--- src/rtl/stopwatch_ctrl.sv ---
// rtl/stopwatch_ctrl.sv - stopwatch sequencer for an external min:sec counter chain
// Prescaled count tick, counter clear, 59:59 saturation, lap freeze and BCD display split.
module stopwatch_ctrl #(
  parameter int TICK_DIV = 100000000,
  parameter int MAX_MIN  = 59,
  parameter int MAX_SEC  = 59
) (
  input  logic       clk,
  input  logic       rst,
  input  logic       btn_start,
  input  logic       btn_lap,
  input  logic [5:0] cur_min,
  input  logic [5:0] cur_sec,
  output logic       tick,
  output logic       cnt_clr,
  output logic [1:0] state,
  output logic       ovf,
  output logic [3:0] disp_min1,
  output logic [3:0] disp_min2,
  output logic [3:0] disp_sec1,
  output logic [3:0] disp_sec2
);

  localparam int PW = $clog2(TICK_DIV);
  localparam logic [PW-1:0] PRE_LAST = PW'(TICK_DIV - 1);

  typedef enum logic [1:0] {
    IDLE  = 2'b00,
    RUN   = 2'b01,
    PAUSE = 2'b10,
    LAP   = 2'b11
  } state_t;

  state_t        r_state;
  state_t        w_state_nxt;
  logic [PW-1:0] r_pre;
  logic [PW-1:0] w_pre_nxt;
  logic          r_tick;
  logic          r_cnt_clr;
  logic          r_ovf;
  logic          w_ovf_nxt;
  logic          w_lap_load;
  logic [5:0]    r_lap_min;
  logic [5:0]    r_lap_sec;
  logic [5:0]    w_src_min;
  logic [5:0]    w_src_sec;
  logic          w_counting;
  logic          w_terminal;
  logic          w_sat;
  logic [3:0]    r_disp_min1;
  logic [3:0]    r_disp_min2;
  logic [3:0]    r_disp_sec1;
  logic [3:0]    r_disp_sec2;

  assign w_counting = (r_state == RUN) || (r_state == LAP);
  assign w_terminal = w_counting && (r_pre == PRE_LAST);
  // A terminal at the maximum time would roll the counters; stop instead.
  assign w_sat      = w_terminal && (cur_min == 6'(MAX_MIN)) && (cur_sec == 6'(MAX_SEC));

  always_comb begin
    w_state_nxt = r_state;
    w_ovf_nxt   = r_ovf;
    w_lap_load  = 1'b0;
    if (w_sat) begin
      w_state_nxt = PAUSE;
      w_ovf_nxt   = 1'b1;
    end else begin
      case (r_state)
        IDLE: begin
          if (btn_start) w_state_nxt = RUN;
        end
        RUN: begin
          if (btn_start) begin
            w_state_nxt = PAUSE;
          end else if (btn_lap) begin
            w_state_nxt = LAP;
            w_lap_load  = 1'b1;
          end
        end
        LAP: begin
          if (btn_start)    w_state_nxt = PAUSE;
          else if (btn_lap) w_state_nxt = RUN;
        end
        PAUSE: begin
          if (btn_start) begin
            if (!r_ovf) w_state_nxt = RUN;
          end else if (btn_lap) begin
            w_state_nxt = IDLE;
            w_ovf_nxt   = 1'b0;
          end
        end
        default: w_state_nxt = IDLE;
      endcase
    end
  end

  always_comb begin
    w_pre_nxt = r_pre;
    case (r_state)
      IDLE:    w_pre_nxt = '0;
      PAUSE:   w_pre_nxt = r_pre;
      default: w_pre_nxt = w_terminal ? '0 : r_pre + PW'(1);
    endcase
  end

  assign w_src_min = (r_state == LAP) ? r_lap_min : cur_min;
  assign w_src_sec = (r_state == LAP) ? r_lap_sec : cur_sec;

  always_ff @(posedge clk or negedge rst) begin
    if (!rst) begin
      r_state     <= IDLE;
      r_pre       <= '0;
      r_tick      <= 1'b0;
      r_cnt_clr   <= 1'b1;
      r_ovf       <= 1'b0;
      r_lap_min   <= '0;
      r_lap_sec   <= '0;
      r_disp_min1 <= '0;
      r_disp_min2 <= '0;
      r_disp_sec1 <= '0;
      r_disp_sec2 <= '0;
    end else begin
      r_state     <= w_state_nxt;
      r_pre       <= w_pre_nxt;
      r_tick      <= w_terminal && !w_sat;
      r_cnt_clr   <= (w_state_nxt == IDLE);
      r_ovf       <= w_ovf_nxt;
      if (w_lap_load) begin
        r_lap_min <= cur_min;
        r_lap_sec <= cur_sec;
      end
      r_disp_min1 <= 4'(w_src_min / 6'd10);
      r_disp_min2 <= 4'(w_src_min % 6'd10);
      r_disp_sec1 <= 4'(w_src_sec / 6'd10);
      r_disp_sec2 <= 4'(w_src_sec % 6'd10);
    end
  end

  assign tick      = r_tick;
  assign cnt_clr   = r_cnt_clr;
  assign state     = r_state;
  assign ovf       = r_ovf;
  assign disp_min1 = r_disp_min1;
  assign disp_min2 = r_disp_min2;
  assign disp_sec1 = r_disp_sec1;
  assign disp_sec2 = r_disp_sec2;

endmodule

--- config.mk ---
export PLATFORM = sky130hd
export DESIGN_NAME = stopwatch_ctrl
export DESIGN_NICKNAME = d
export VERILOG_FILES = /design/src/rtl/stopwatch_ctrl.sv
export SDC_FILE = /design/constraint.sdc
export NUM_CORES = 1
export LEC_CHECK = 0
export CAP_MARGIN = 40
export CORE_UTILIZATION = 52
export CTS_CLUSTER_SIZE = 16
export DETAILED_ROUTE_END_ITERATION = 8
export PLACE_DENSITY = 0.72
export SLEW_MARGIN = 20
export SYNTH_ARGS = -nofsm -noshare
export SYNTH_HDL_FRONTEND = slang
export SYNTH_SLANG_ARGS = --single-unit
--- constraint.sdc ---
create_clock -name clk -period 3.3 [get_ports clk]
set_input_delay 0.33 -clock clk [delete_from_list [all_inputs] [get_ports clk]]
set_output_delay 0.33 -clock clk [all_outputs]
set_load 0.03 [all_outputs]
==> summary.txt <==
Status: finished, violations left
Failing checks: DRC
Worst path most repeated cell: ha_1
Post-CTS resize count: 0
CP cell instances: nand2_2, mux2i_1, ha_1, nand2b_1, nor3_1, o22ai_1, ha_1, a21oi_1
Worst reg2reg path startpoint: state[1]
Syn Area/Cell: 9.68 µm²
Die area: 7040 µm²
Port Buffers: 34
Commonest non-fill, non-tap cell in the layout: dfrtp_1
P_sw: 876 µW
Final setup vio count: 0
Post-route ant nets: 0
Slew HR: 0.543
Pint: 1700 µW
Post-layout util: 0.637
Power Dens Cells: 629 nW/µm²
H-Tree Depth: 3
Grt ovf: 0
Skew-Pair Late Insertion Delay: 0.34 ns
Min-Delay Path Class: primary input to asynchronous set/reset pin
First-pass GRT wire length: 13000 µm
Fin cells: 479
DRT Pass-1 Iters: 7
Multi-input logic area: 1880 µm²
Post-layout minimum cycle time: 2.70 ns
Hold Slack: 0.415 ns
Lkg Pwr: 0.00176 µW
Final Hold Fails: 0
Starting Density: 0.543
Total power: 2570 µW
Gr usage total: 0.233
WL final: 7620 µm
Async SR Flop Fraction: 1.00
Flop2flop setup slack: 0.60 ns
Hpwl dp: 5130 µm
Worst slew pin tran: 0.666 ns
Initial antenna violation count: 0
Synth-to-layout area growth: 17.3%
IO Pins: 37
Setup CP Type: flip-flop to flip-flop
Core area: 6420 µm²
Max Clock Freq: 0.371 GHz
Chip width: 83.9 µm
Row Count: 29
CTS Buffer Depth: 2
CTS tree: done
Crit-path max cell delay: 0.49 ns
Register area: 1450 µm²
Register bit total from synthesis: 58
Netlist Area Pre-Place: 3490 µm²
Seq pwr share: 0.372
Critical Path Source Type: flip-flop
Synth Instances: 360
FILL cells: 538
Data required time of the worst path: 3.56 ns
Number of global-route vias before repair: 2704
Final Wtd Congestion: 0.917
CP max-delay cell: mux2i_1
Crit Path Max Fanout: 15
Commonest non-fill, non-tap cells in the layout: 57 x dfrtp_1, 40 x nand2_1, 34 x o21ai_0, 33 x clkdlybuf4s50_1, 22 x nor2_1
RSZ-0062 raised after global routing: no
Die Span Y: 83.9 µm
Worst r2r dst: disp_min2[2]
Number of diodes: 0
Worst vdd ir: 0.000356 V
Max_cap viols: 0
Cell variety after synth: 71
Critical Path AT: 2.96 ns
Synth top area share: 0.409
Warning count from the yosys run: 0
R2r worst-path depth: 8
Tcrit/Tclk final: 0.818
Largest net degree at the start of global routing: 29
Nets: 417
Avg WL per Cell: 15.9 µm
Register area share after synthesis: 0.417
Layout cells sized above 1: 0.157
Root buffer cell: clkbuf_8
Synth area leader: dfrtp_1
Synth top area cells: dfrtp_1 41%, o21ai_0 4.9%, mux2_4 4.3%
Slew Limit Fails: 0
Number of buffers created by CTS: 9
Portion of total power attributed to the clock network: 0.284
Crit end category: flip-flop
Iter 0 DRT Violations: 209
Logic pwr share: 0.344
Post-DR vias/cell: 6.09
Sw frac: 0.340
Placed instance count: 462
Fin Setup TNS: 0 ns
Setup Skew: 0.00836 ns
DRC: 4
Synth Flop Type: dfrtp_1
Clock transition at path regs: 0.07 ns
CTS sink count: 58
Via count: 2919
Number of synthesized flops with an enable pin: 0
-- synthesized netlist by cell type, drive strengths merged, types with 3 or more instances --
cell type,number
clkbuf,9
and2,3
or2b,3
inv,6
o221ai,4
o41ai,3
nand2,42
mux2,15
nand2b,5
a31oi,17
o22ai,5
xnor2,3
o21ai,35
and3,6
buf,9
nand4,11
nor2b,3
nor2,22
a211oi,6
ha,4
mux2i,9
a21oi,13
o31ai,3
nand3,15
nor4,5
o31a,3
dfrtp,57
nor3,7
o21a,3
-- cell type report --
type	instances	share of cell area
clock buffer	11	0.0346
clock inverter	5	0.0190
inverter	7	0.00643
multi-input combinational	278	0.459
sequential	58	0.355
tap	77	0.0236
timing repair buffer	43	0.102
-- stage by stage --
step | instance area (µm²) | setup slack (ns)
2_1_floorplan | 3490 | 0.771
3_3_place_gp | 3840 | 0.601
3_5_place_dp | 3860 | 0.562
4_1_cts | 4090 | 0.648
5_1_grt | 4090 | 0.398
6_report | 4090 | 0.602
-- layer usage --
| metal | vias up | GRT usage | share of wire |
|---|---|---|---|
| li1 | 1429 | - | - |
| met1 | 1397 | 0.333 | 0.49 |
| met2 | 85 | 0.348 | 0.44 |
| met3 | 8 | 0.0495 | 0.052 |
| met4 | 0 | 0.0862 | 0.010 |
| met5 | - | 0 | 0 |
-- registers in the layout (all words and copies together), names as in the netlist, 2 cells and up --
register   count
disp_min1      3
disp_min2      4
disp_sec1      3
disp_sec2      4
r_lap_min      6
r_lap_sec      6
r_pre         27
state          2
-- how the worst max path moves through the flow --
stage / from / endpoint / depth (start not counted)
2_1_floorplan: state[0] / disp_sec2[3] / 11
3_3_place_gp: cur_sec[2] / disp_sec2[3] / 11
3_5_place_dp: cur_min[4] / disp_min2[2] / 8
4_1_cts: state[1] / disp_min2[2] / 8
5_1_grt: state[1] / disp_min2[3] / 9
6_report: state[1] / disp_min2[2] / 8
-- critical path, delay by kind of cell, from the launching register on --
family / cells / cell delay [ns]
adders and majority gates: 2 / 0.63
and+or+nand+nor: 3 / 0.59
AOI/OAI and AO/OA: 2 / 0.52
muxes: 1 / 0.49
DFF: 1 / 0.39
-- cell families after synthesis --
logic type,Yosys count,share of synthesized area
simple gates,134,0.214
compound gates,108,0.205
flops,58,0.417
buf+inv,25,0.0459
mux,24,0.0872
fa+ha+maj,5,0.0172
xor+xnor,5,0.0126
other cells,1,0.00108
-- power groups by stage --
stage / Clock (µW) / Combinational, µW / Sequential (µW)
floorplan: 0 / 506 / 1080
global placement: 0 / 865 / 960
detailed placement: 0 / 881 / 965
CTS: 748 / 886 / 956
global route: 780 / 958 / 976
finish: 731 / 885 / 957
-- repair_timing --
item,CTS,global route
hold endpoints to repair,11,0
hold buffers,1,0
setup buffers,0,0
Power figures use the tool's default switching activity.
